--- src/rtl/id_ex_stage_pkg.sv ---
// ----------------------------------------------------------------------------
// id_ex_stage_pkg
// Shared definitions for the EX side of the 5-stage MIPS core: ALU function
// codes, immediate extension modes and the field values of a pipeline bubble.
// The ALU, the decoder and the ID/EX stage all import this package, so every
// block agrees on one encoding.
// ----------------------------------------------------------------------------
package id_ex_stage_pkg;

    // ALU function codes. Any code above ALU_SUB is also treated as a subtract
    // by the ALU, so the decoder only ever needs these four.
    typedef enum logic [3:0] {
        ALU_AND = 4'd0,
        ALU_OR  = 4'd1,
        ALU_ADD = 4'd2,
        ALU_SUB = 4'd3
    } alu_op_e;

    // Immediate extension modes. The fourth code is unused by the decoder and
    // behaves like zero extension, so a stray code never produces garbage.
    typedef enum logic [1:0] {
        EXT_ZERO = 2'd0,
        EXT_SIGN = 2'd1,
        EXT_LUI  = 2'd2,
        EXT_RSVD = 2'd3
    } ext_op_e;

    // A bubble performs "add $0, $0, 0" with every side effect disabled.
    // The ALU function is ADD rather than AND so the bubble looks like the
    // canonical MIPS NOP on a waveform.
    localparam alu_op_e NOP_ALU_OP = ALU_ADD;
    localparam ext_op_e NOP_EXT_OP = EXT_ZERO;
    localparam logic    NOP_CTRL   = 1'b0;

endpackage

--- src/rtl/id_ex_stage_fwd_mux.sv ---
// ----------------------------------------------------------------------------
// fwd_mux
// Resolves one EX source operand against the two in-flight writeback
// candidates. The EX/MEM candidate is younger and therefore wins over MEM/WB.
// Register $0 is hard-wired to zero in the GRF, so it is never forwarded.
//
// Ports
//   reg_addr  in  RADDR_W  source register number held in the stage
//   reg_val   in  WIDTH    registered GRF value for that register
//   fw1_we    in  1        EX/MEM candidate writes the GRF
//   fw1_dst   in  RADDR_W  EX/MEM destination register
//   fw1_val   in  WIDTH    EX/MEM result
//   fw2_we    in  1        MEM/WB candidate writes the GRF
//   fw2_dst   in  RADDR_W  MEM/WB destination register
//   fw2_val   in  WIDTH    MEM/WB result
//   val       out WIDTH    resolved operand value
// ----------------------------------------------------------------------------
module fwd_mux #(
    parameter int WIDTH   = 32,
    parameter int RADDR_W = 5
) (
    input  logic [RADDR_W-1:0] reg_addr,
    input  logic [WIDTH-1:0]   reg_val,
    input  logic               fw1_we,
    input  logic [RADDR_W-1:0] fw1_dst,
    input  logic [WIDTH-1:0]   fw1_val,
    input  logic               fw2_we,
    input  logic [RADDR_W-1:0] fw2_dst,
    input  logic [WIDTH-1:0]   fw2_val,
    output logic [WIDTH-1:0]   val
);

    logic reg_nonzero;
    logic hit1;
    logic hit2;

    assign reg_nonzero = (reg_addr != '0);
    assign hit1        = fw1_we && (fw1_dst == reg_addr) && reg_nonzero;
    assign hit2        = fw2_we && (fw2_dst == reg_addr) && reg_nonzero;

    // Priority select: the youngest matching producer supplies the value,
    // otherwise the value read from the GRF during ID is used.
    always_comb begin
        val = reg_val;
        if (hit1) begin
            val = fw1_val;
        end else if (hit2) begin
            val = fw2_val;
        end
    end

endmodule

--- src/rtl/id_ex_stage.sv ---
// ----------------------------------------------------------------------------
// id_ex_stage
// ID/EX pipeline register and EX-side operand resolution for the 5-stage MIPS
// core. Decoded operands and control are captured from ID on each rising
// edge; in EX the source operands are forwarded from EX/MEM and MEM/WB and
// the 16-bit immediate is extended, producing the ALU operands alu1/alu2 and
// the store data passed on to MEM.
//
// Ports
//   clk, reset_n            clock, synchronous active-low reset
//   flush                   replace the stage with a bubble (branch/exception)
//   hold                    downstream stall; freeze contents, refresh operands
//   bubble                  load-use hazard; take a bubble instead of ID
//   id_valid, id_pc         ID instruction valid flag and PC
//   id_rs, id_rt            source register numbers
//   id_rs_val, id_rt_val    GRF read data
//   id_dst                  destination register number
//   id_imm, id_ext_op       raw immediate and extension mode
//   id_alu_src, id_alu_op   alu2 source select and ALU function
//   id_reg_write, id_mem_write, id_mem_to_reg   instruction control
//   fw1_we/dst/val          EX/MEM writeback candidate (higher priority)
//   fw2_we/dst/val          MEM/WB writeback candidate
//   alu1, alu2              ALU operands (combinational)
//   ALUop                   registered ALU function
//   ex_valid, ex_pc, ex_dst registered instruction state
//   ex_store_val            forwarded rt, store data for MEM
//   ex_reg_write, ex_mem_write, ex_mem_to_reg   registered control
// ----------------------------------------------------------------------------
module id_ex_stage
    import id_ex_stage_pkg::*;
#(
    parameter int WIDTH   = 32,
    parameter int RADDR_W = 5,
    parameter int OP_W    = 4
) (
    input  logic               clk,
    input  logic               reset_n,
    input  logic               flush,
    input  logic               hold,
    input  logic               bubble,
    input  logic               id_valid,
    input  logic [WIDTH-1:0]   id_pc,
    input  logic [RADDR_W-1:0] id_rs,
    input  logic [RADDR_W-1:0] id_rt,
    input  logic [WIDTH-1:0]   id_rs_val,
    input  logic [WIDTH-1:0]   id_rt_val,
    input  logic [RADDR_W-1:0] id_dst,
    input  logic [15:0]        id_imm,
    input  logic [1:0]         id_ext_op,
    input  logic               id_alu_src,
    input  logic [OP_W-1:0]    id_alu_op,
    input  logic               id_reg_write,
    input  logic               id_mem_write,
    input  logic               id_mem_to_reg,
    input  logic               fw1_we,
    input  logic [RADDR_W-1:0] fw1_dst,
    input  logic [WIDTH-1:0]   fw1_val,
    input  logic               fw2_we,
    input  logic [RADDR_W-1:0] fw2_dst,
    input  logic [WIDTH-1:0]   fw2_val,
    output logic [WIDTH-1:0]   alu1,
    output logic [WIDTH-1:0]   alu2,
    output logic [OP_W-1:0]    ALUop,
    output logic               ex_valid,
    output logic [WIDTH-1:0]   ex_pc,
    output logic [WIDTH-1:0]   ex_store_val,
    output logic [RADDR_W-1:0] ex_dst,
    output logic               ex_reg_write,
    output logic               ex_mem_write,
    output logic               ex_mem_to_reg
);

    logic [RADDR_W-1:0] rs_q;
    logic [RADDR_W-1:0] rt_q;
    logic [WIDTH-1:0]   rs_val_q;
    logic [WIDTH-1:0]   rt_val_q;
    logic [15:0]        imm_q;
    ext_op_e            ext_op_q;
    logic               alu_src_q;

    logic [WIDTH-1:0]   rs_fwd;
    logic [WIDTH-1:0]   rt_fwd;
    logic [WIDTH-1:0]   imm_ext;
    logic               load_nop;

    // Each source operand gets its own forwarding mux so rs and rt can be
    // satisfied by different producers in the same cycle.
    fwd_mux #(
        .WIDTH   (WIDTH),
        .RADDR_W (RADDR_W)
    ) u_fwd_rs (
        .reg_addr (rs_q),
        .reg_val  (rs_val_q),
        .fw1_we   (fw1_we),
        .fw1_dst  (fw1_dst),
        .fw1_val  (fw1_val),
        .fw2_we   (fw2_we),
        .fw2_dst  (fw2_dst),
        .fw2_val  (fw2_val),
        .val      (rs_fwd)
    );

    fwd_mux #(
        .WIDTH   (WIDTH),
        .RADDR_W (RADDR_W)
    ) u_fwd_rt (
        .reg_addr (rt_q),
        .reg_val  (rt_val_q),
        .fw1_we   (fw1_we),
        .fw1_dst  (fw1_dst),
        .fw1_val  (fw1_val),
        .fw2_we   (fw2_we),
        .fw2_dst  (fw2_dst),
        .fw2_val  (fw2_val),
        .val      (rt_fwd)
    );

    // Immediate extension. The lui form shifts the immediate into the upper
    // halfword; the unused mode code falls back to zero extension.
    always_comb begin
        imm_ext = WIDTH'(imm_q);
        case (ext_op_q)
            EXT_SIGN: imm_ext = {{(WIDTH-16){imm_q[15]}}, imm_q};
            EXT_LUI:  imm_ext = WIDTH'({imm_q, 16'h0000});
            default:  imm_ext = WIDTH'(imm_q);
        endcase
    end

    assign alu1         = rs_fwd;
    assign alu2         = alu_src_q ? imm_ext : rt_fwd;
    assign ex_store_val = rt_fwd;

    // Reset and flush always produce a bubble. Without a stall, a load-use
    // bubble or an invalid ID slot also produce one; a stall with a pending
    // bubble keeps the current instruction, since the ID instruction is held
    // upstream anyway.
    assign load_nop = !reset_n || flush || (!hold && (bubble || !id_valid));

    // Stage register. During a stall only the operand values move: they
    // reload from the forwarding muxes so a producer that retires from
    // MEM/WB while EX is frozen is captured before it disappears.
    always_ff @(posedge clk) begin
        if (load_nop) begin
            ex_valid      <= NOP_CTRL;
            ex_pc         <= '0;
            rs_q          <= '0;
            rt_q          <= '0;
            rs_val_q      <= '0;
            rt_val_q      <= '0;
            ex_dst        <= '0;
            imm_q         <= '0;
            ext_op_q      <= NOP_EXT_OP;
            alu_src_q     <= NOP_CTRL;
            ALUop         <= OP_W'(NOP_ALU_OP);
            ex_reg_write  <= NOP_CTRL;
            ex_mem_write  <= NOP_CTRL;
            ex_mem_to_reg <= NOP_CTRL;
        end else if (hold) begin
            rs_val_q      <= rs_fwd;
            rt_val_q      <= rt_fwd;
        end else begin
            ex_valid      <= 1'b1;
            ex_pc         <= id_pc;
            rs_q          <= id_rs;
            rt_q          <= id_rt;
            rs_val_q      <= id_rs_val;
            rt_val_q      <= id_rt_val;
            ex_dst        <= id_dst;
            imm_q         <= id_imm;
            ext_op_q      <= ext_op_e'(id_ext_op);
            alu_src_q     <= id_alu_src;
            ALUop         <= id_alu_op;
            ex_reg_write  <= id_reg_write;
            ex_mem_write  <= id_mem_write;
            ex_mem_to_reg <= id_mem_to_reg;
        end
    end

endmodule
--- config.mk ---
export PLATFORM = sky130hd
export DESIGN_NAME = id_ex_stage
export DESIGN_NICKNAME = d
export VERILOG_FILES = /design/src/rtl/id_ex_stage_pkg.sv /design/src/rtl/id_ex_stage_fwd_mux.sv /design/src/rtl/id_ex_stage.sv
export SDC_FILE = /design/constraint.sdc
export NUM_CORES = 1
export LEC_CHECK = 0
export ABC_AREA = 0
export CAP_MARGIN = 25
export CORE_MARGIN = 5
export CORE_UTILIZATION = 43
export DETAILED_ROUTE_END_ITERATION = 7
export GPL_TIMING_DRIVEN = 0
export HOLD_SLACK_MARGIN = 0.06
export PLACE_DENSITY = 0.8
export SLEW_MARGIN = 20
export SYNTH_ARGS = -nofsm -noshare
export SYNTH_HDL_FRONTEND = slang
export SYNTH_SLANG_ARGS = --single-unit
--- constraint.sdc ---
create_clock -name clk -period 2.8 [get_ports clk]
set_input_delay 0.56 -clock clk [delete_from_list [all_inputs] [get_ports clk]]
set_output_delay 0.56 -clock clk [all_outputs]
set_load 0.02 [all_outputs]
==> metrics.txt, run 1 <==
First-pass DRT Iterations 5; Synth Flop Type dfxtp_1; final hold slack 0.472 ns; met1 usage 43.1%; CTS tree built; global-route wire length before repair 60.4 mm; port buffer count 358; Pint 3970 µW; area grow syn2layout 80.3%; Fin. Hold Viols 0; dpl cell area 0.0120 mm²; io pins 360; pre-CTS WS -1.15 ns; pin count of the biggest net entering global routing 17; Psw 1610 µW; Cell Area, Synth 0.00815 mm²; RD Place Congestion 0.990; Hold WC Path Type flop to flop; fin crit share 114%; wire per inst 26.1 µm; initial core utilization 43.6%; Yosys Warn Count 0; crit path time final 3.18 ns; routed vias/inst 6.42; Clock Tree Root clkbuf_16; DR DRC count 0; via count 10500; kind of critical path flop to primary output; cts bufs inserted 17; Worst Max-Slew Pin Slew 0.971 ns; Worst EP arrival 2.62 ns; Max VDD drop 0.000436 V; Synth cell types 37; global-route met3 utilization 9.20%; filler cell count 1239; LEAKAGE 0.00557 µW; Iteration-0 DRC Markers 1162; Net Count, Synth 1177; Clk pin slew, worst setup/hold paths 0.06 ns; Final nets 1604; Max Buffers Root-to-Sink 2; Sequential Power Share 36.8%; layout cell share with drive strength beyond 1 27.9%; max cap viols 0; Post-synth top cells nor2_1 (169), dfxtp_1 (138), mux2i_1 (107); fmax 0.314 GHz; final worst slack -0.382 ns; Setup-failing EPs final 96; EDFF count, synth 0; Syn Area/Cell 8.52 µm²; status complete, but fails checks; CP max FO 5; DRT antenna net count 0; CTS H-tree depth 4; nature of the critical path startpoint flop; core footprint 0.0187 mm²; vias in the first global route 10200; die area 0.0218 mm²; fin area 0.0147 mm²; most common cell in the netlist nor2_1; worst skew pair latency 0.44 ns; width of the die 148 µm; GRT Max-Usage Layer met2; relative slew slack 35.3%; Worst Skew 0.0113 ns; Crit. End Element primary output; failing checks setup timing; die height 148 µm; cell row count 50; Mapped Cells 956; hpwl dp 29.2 mm; total wire length 42.6 mm; Yosys top cell area share 33.9%; met2 Use GR 58.7%; Top Registers ex_pc (32), rs_val_q (32), rt_val_q (32); switching part of the total power 28.9%; Synth area leaders dfxtp_1 (34%), mux2i_1 (13%), nor2_1 (7.8%), nand3b_1 (5.9%), a221oi_2 (5.2%); Power Total 5580 µW; # hold bufs at CTS 0; RSZ-0062 raised after global routing true; Slew Limit Fails 0; #FFs+latches synth 138; Pwr Density 380 mW/mm²; critical path data required time 2.24 ns; clock sinks 138; clock share of power 43.0%; cell taking the most area after synthesis dfxtp_1; Combinational Power Share 20.3%; FFs w/ async S/R, synth 0%; Seq/Total Area, Yosys 33.9%; overall routing resource usage 35.7%; GRT overflow 0; initial antenna violation count 1
## worst max-delay path: stages (launching register included)
cell and delay [ns]:
dfxtp_4 0.36, buf_6 0.12, xor2_2 0.18, nor4_4 0.33, and2_4 0.22, buf_12 0.12
buf_8 0.11, buf_12 0.14, a221oi_4 0.05, o32ai_2 0.34, buf_4 0.21
## stage by stage
step	utilization [%]	std cells	TNS [ns]
2_1_floorplan	-	956	0
5_1_grt	78.5	1632	-24.28
3_5_place_dp	64.3	1548	-107.75
3_3_place_gp	64.3	1548	-107.08
6_report	78.6	1633	-19.62
4_1_cts	73.3	1609	-18.04
## path summary, 6_finish.rpt
kind / startpoint / end / slack (ns) / depth (start not counted)
hold / removal: ex_valid / ex_valid / 0.47 / 2
setup / recovery: rt_q[2] / alu2[23] / -0.38 / 10
setup reg to reg: rt_q[2] / rt_val_q[29] / 0.29 / 10
hold reg to reg: ex_valid / ex_valid / 0.47 / 2
## metal layers
metal | up-vias | share of wire [%] | wire [µm]
met4 | 0 | 5.9 | 2530
met1 | 5015 | 36 | 15300
li1 | 4451 | - | -
met3 | 203 | 12 | 4950
met5 | - | 0 | 0
met2 | 811 | 47 | 19900
## layout by cell type (no fill, tap or decap), drive strengths merged, types with 2 or more instances in the layout
master	instances
clkbuf	92
xor2	14
and3	32
dlygate4sd2	3
o31ai	17
diode	3
o221ai	32
nand3	34
o32ai	15
xnor2	6
clkinvlp	4
clkdlybuf4s15	3
or3	2
nor4	4
buf	181
bufinv	2
dfxtp	138
and2	4
a221oi	32
o211ai	35
a22oi	30
nor2	170
mux2i	107
a21oi	49
inv	13
ha	2
nand4	33
nand2	19
clkdlybuf4s50	251
nand3b	64
## what timing repair did
action                     in CTS  in global routing
setup buffers                  26                 19
setup endpoints to repair      96                 96
resized for setup             713                174
pin swaps                     115                 48
cloned                          6                  3
## logic make-up (layout without fill, tap and decap cells)
family	Yosys count	after routing	synth area share, %
buf+inv	111	551	6.00
other cells	0	3	0
fa+ha+maj	2	2	0.307
simple gates	366	366	22.9
mux	107	107	13.1
compound gates	212	212	21.5
xor+xnor	20	20	2.24
flops	138	138	33.9
## power by group through the flow
stage	Clock (µW)	Sequential [µW]	Combinational, µW
global route	2470	2060	1180
floorplan	0	2100	386
finish	2400	2050	1130
detailed placement	0	2090	983
global placement	0	2090	977
CTS	2380	2050	1040
## area by class of cell
cell class / instances / area [µm²] / area share (%)
Inverter: 7 / 26.3 / 0.179
Timing Repair Buffer: 411 / 4160 / 28.3
Clock inverter: 13 / 156 / 1.06
Sequential cell: 138 / 2790 / 19.0
Clock buffer: 19 / 453 / 3.08
Antenna cell: 3 / 7.51 / 0.0511
Multi-Input combinational cell: 707 / 6160 / 41.9
Tap cell: 234 / 293 / 1.99
Buffer: 101 / 638 / 4.34
Power figures use the tool's default switching activity.
==> inputs of run 2 (changes only) <==
--- a/config.mk
+++ b/config.mk
@@ -7,7 +7,6 @@
 export LEC_CHECK = 0
 export ABC_AREA = 0
 export CAP_MARGIN = 25
-export CORE_MARGIN = 5
 export CORE_UTILIZATION = 43
 export DETAILED_ROUTE_END_ITERATION = 7
 export GPL_TIMING_DRIVEN = 0
==> run 2 against run 1 <==
Net effect: the flow finishes with violations (DRC, setup timing); core utilization rose by 2.1 points; via count rose by 1.1%; register-to-register slack got worse by 0.11 ns; clock power rose by 6%; setup slack got worse by 0.015 ns; clock skew fell by 0.0033 ns; hold slack got worse by 0.0068 ns; sequential share of layout area fell by 0.084 points; critical endpoint is now alu2[29]; highest routed layer unchanged.
==> metrics.txt, run 2 (same netlist as run 1, synthesis figures left out) <==
RSZ-0062 raised after global routing true; nature of the critical path startpoint flop; final hold slack 0.465 ns (-0.00679 ns); final worst slack -0.397 ns (-0.0153 ns); cts bufs inserted 17 (unchanged); vias in the first global route 10200 (+0.069%); Power Total 5730 µW (+2.7%); Worst Skew 0.00803 ns (-0.00332 ns); overall routing resource usage 41.0% (+5.3 points); First-pass DRT Iterations 8 (+3); CTS tree built; critical path data required time 2.24 ns (about the same); Setup-failing EPs final 95 (-1.0%); clock share of power 44.3% (+1.3 points); Max Buffers Root-to-Sink 2 (unchanged); Worst Max-Slew Pin Slew 0.978 ns (+0.00676 ns); io pins 360 (unchanged); CTS H-tree depth 4 (unchanged); LEAKAGE 0.00554 µW (-0.45%); routed vias/inst 6.55 (+2.0%); Pint 4180 µW (+5.2%); Pwr Density 389 mW/mm² (+2.4%); Hold Crit Depth 2 (unchanged); FF-to-FF path depth 8 (-2); most common cell after layout, fill and taps aside clkdlybuf4s50_1; width of the die 140 µm (-5.4%); fin crit share 114% (+0.55 points); Crit. End Element primary output; cell row count 49 (-2.0%); final core occ 80.6% (+2.1 points); # diodes 0 (-3); status complete, but fails checks; initial antenna violation count 0 (-1); pre-CTS WS -1.29 ns (-0.136 ns); Clock Tree Root clkbuf_16; hold_sp ex_valid; max cap viols 0 (unchanged); Sequential Power Share 35.9% (-0.9 points); area grow syn2layout 80.8%; switching part of the total power 27.1% (-1.8 points); relative slew slack 34.8% (-0.45 points); most frequent cells in the layout clkdlybuf4s50_1 (251), dfxtp_1 (128), nor2_1 (116); Hold WC Path Type flop to flop; Clk pin slew, worst setup/hold paths 0.06 ns (about the same); Worst R2R Start rs_q[0]; GRT overflow 0 (unchanged); fmax 0.313 GHz (-0.48%); Iteration-0 DRC Markers 1339 (+15%); DR DRC count 3 (+3); Fin. Hold Viols 0 (unchanged); hpwl dp 28.2 mm (-3.3%); Final nets 1601 (-0.19%); Top Registers ex_pc (32), rs_val_q (32), rt_val_q (32); setup TNS -19.53 ns (+0.0982 ns); pin count of the biggest net entering global routing 17 (unchanged); Worst EP arrival 2.64 ns (+0.02 ns); clock sinks 138 (unchanged); failing checks DRC, setup timing; kind of critical path flop to primary output; die height 140 µm (-5.4%); wire per inst 26.2 µm (+0.46%); total wire length 42.5 mm (-0.40%); CP max FO 6 (+1); die area 0.0195 mm² (-11%); initial core utilization 44.6% (+1.0 points); core footprint 0.0183 mm² (-2.3%); crit path time final 3.20 ns (+0.0153 ns); Slew Limit Fails 0 (unchanged); RD Place Congestion 0.947 (-4.3%); worst skew pair latency 0.44 ns (about the same); Combinational Power Share 19.8% (-0.5 points); via count 10600 (+1.1%); Max VDD drop 0.000435 V (-0.18%); layout cell share with drive strength beyond 1 29.9% (+1.9 points); global-route wire length before repair 60.5 mm (+0.24%); CP startpoint rt_q[4]; DRT antenna net count 0 (unchanged); Psw 1550 µW (-3.6%); port buffer count 358 (unchanged)
==> run 2: changes by cell type in the layout (fill, tap and decap cells not counted), moves of 4 or more <==
cell,before,now
buf_16,8,3
buf_4,94,87
clkbuf_2,3,7
inv_6,4,0
mux2i_2,2,9
mux2i_4,29,23
nor2_1,144,116
nor2_2,25,48
nor2_4,1,6
==> run 2: layer usage <==
metal / track usage [%] / vias up / share of wire [%]
met5: 0 / - / 0
met4: 19.6 / 0 / 5.5
met3: 10.8 / 227 / 12
met2: 69.1 / 929 / 47
met1: 48.3 / 5004 / 35
li1: - / 4439 / -
==> run 2: layout make-up <==
type                       instances  area [µm²]
multi-input combinational        707        6220
buffer                            99         694
fill                            1139        3540
inverter                           7        26.3
clock inverter                    11         198
sequential                       138        2790
tap                              229         287
timing repair buffer             410        4080
clock buffer                      18         439
==> run 2: path summary, 6_finish.rpt <==
path                                endpoint  slack, ns
worst max-delay path                alu2[29]      -0.40
worst min-delay path                ex_valid       0.47
worst max register to register  rs_val_q[30]       0.18
worst min register to register      ex_valid       0.47
==> run 2: worst max-delay path: stages (launching register included) <==
cell and delay, ns:
dfxtp_2 0.39, xnor2_1 0.14, nand4_1 0.18, or3_4 0.46, buf_12 0.17, buf_16 0.15
a221oi_4 0.32, o32ai_2 0.17, buf_4 0.22
==> run 2: power groups by stage <==
stage	Sequential [µW]	Combinational (µW)	Clock [µW]
3_5_place_dp	2090	984	0
3_3_place_gp	2080	975	0
2_1_floorplan	2100	386	0
4_1_cts	2050	1060	2520
5_1_grt	2060	1180	2610
6_report	2060	1140	2540
==> run 2: timing repair <==
action,CTS,global route
setup endpoints to repair,96,96
hold buffers,0,0
cloned,8,2
buffers inserted,30,15
resized for setup,792,135
pin swaps,66,71
==> run 2: stage by stage <==
step           instances  cell area [µm²]
2_1_floorplan        956             8150
3_3_place_gp        1543            12000
3_5_place_dp        1543            12000
4_1_cts             1609            14200
5_1_grt             1619            14700
6_report            1619            14700
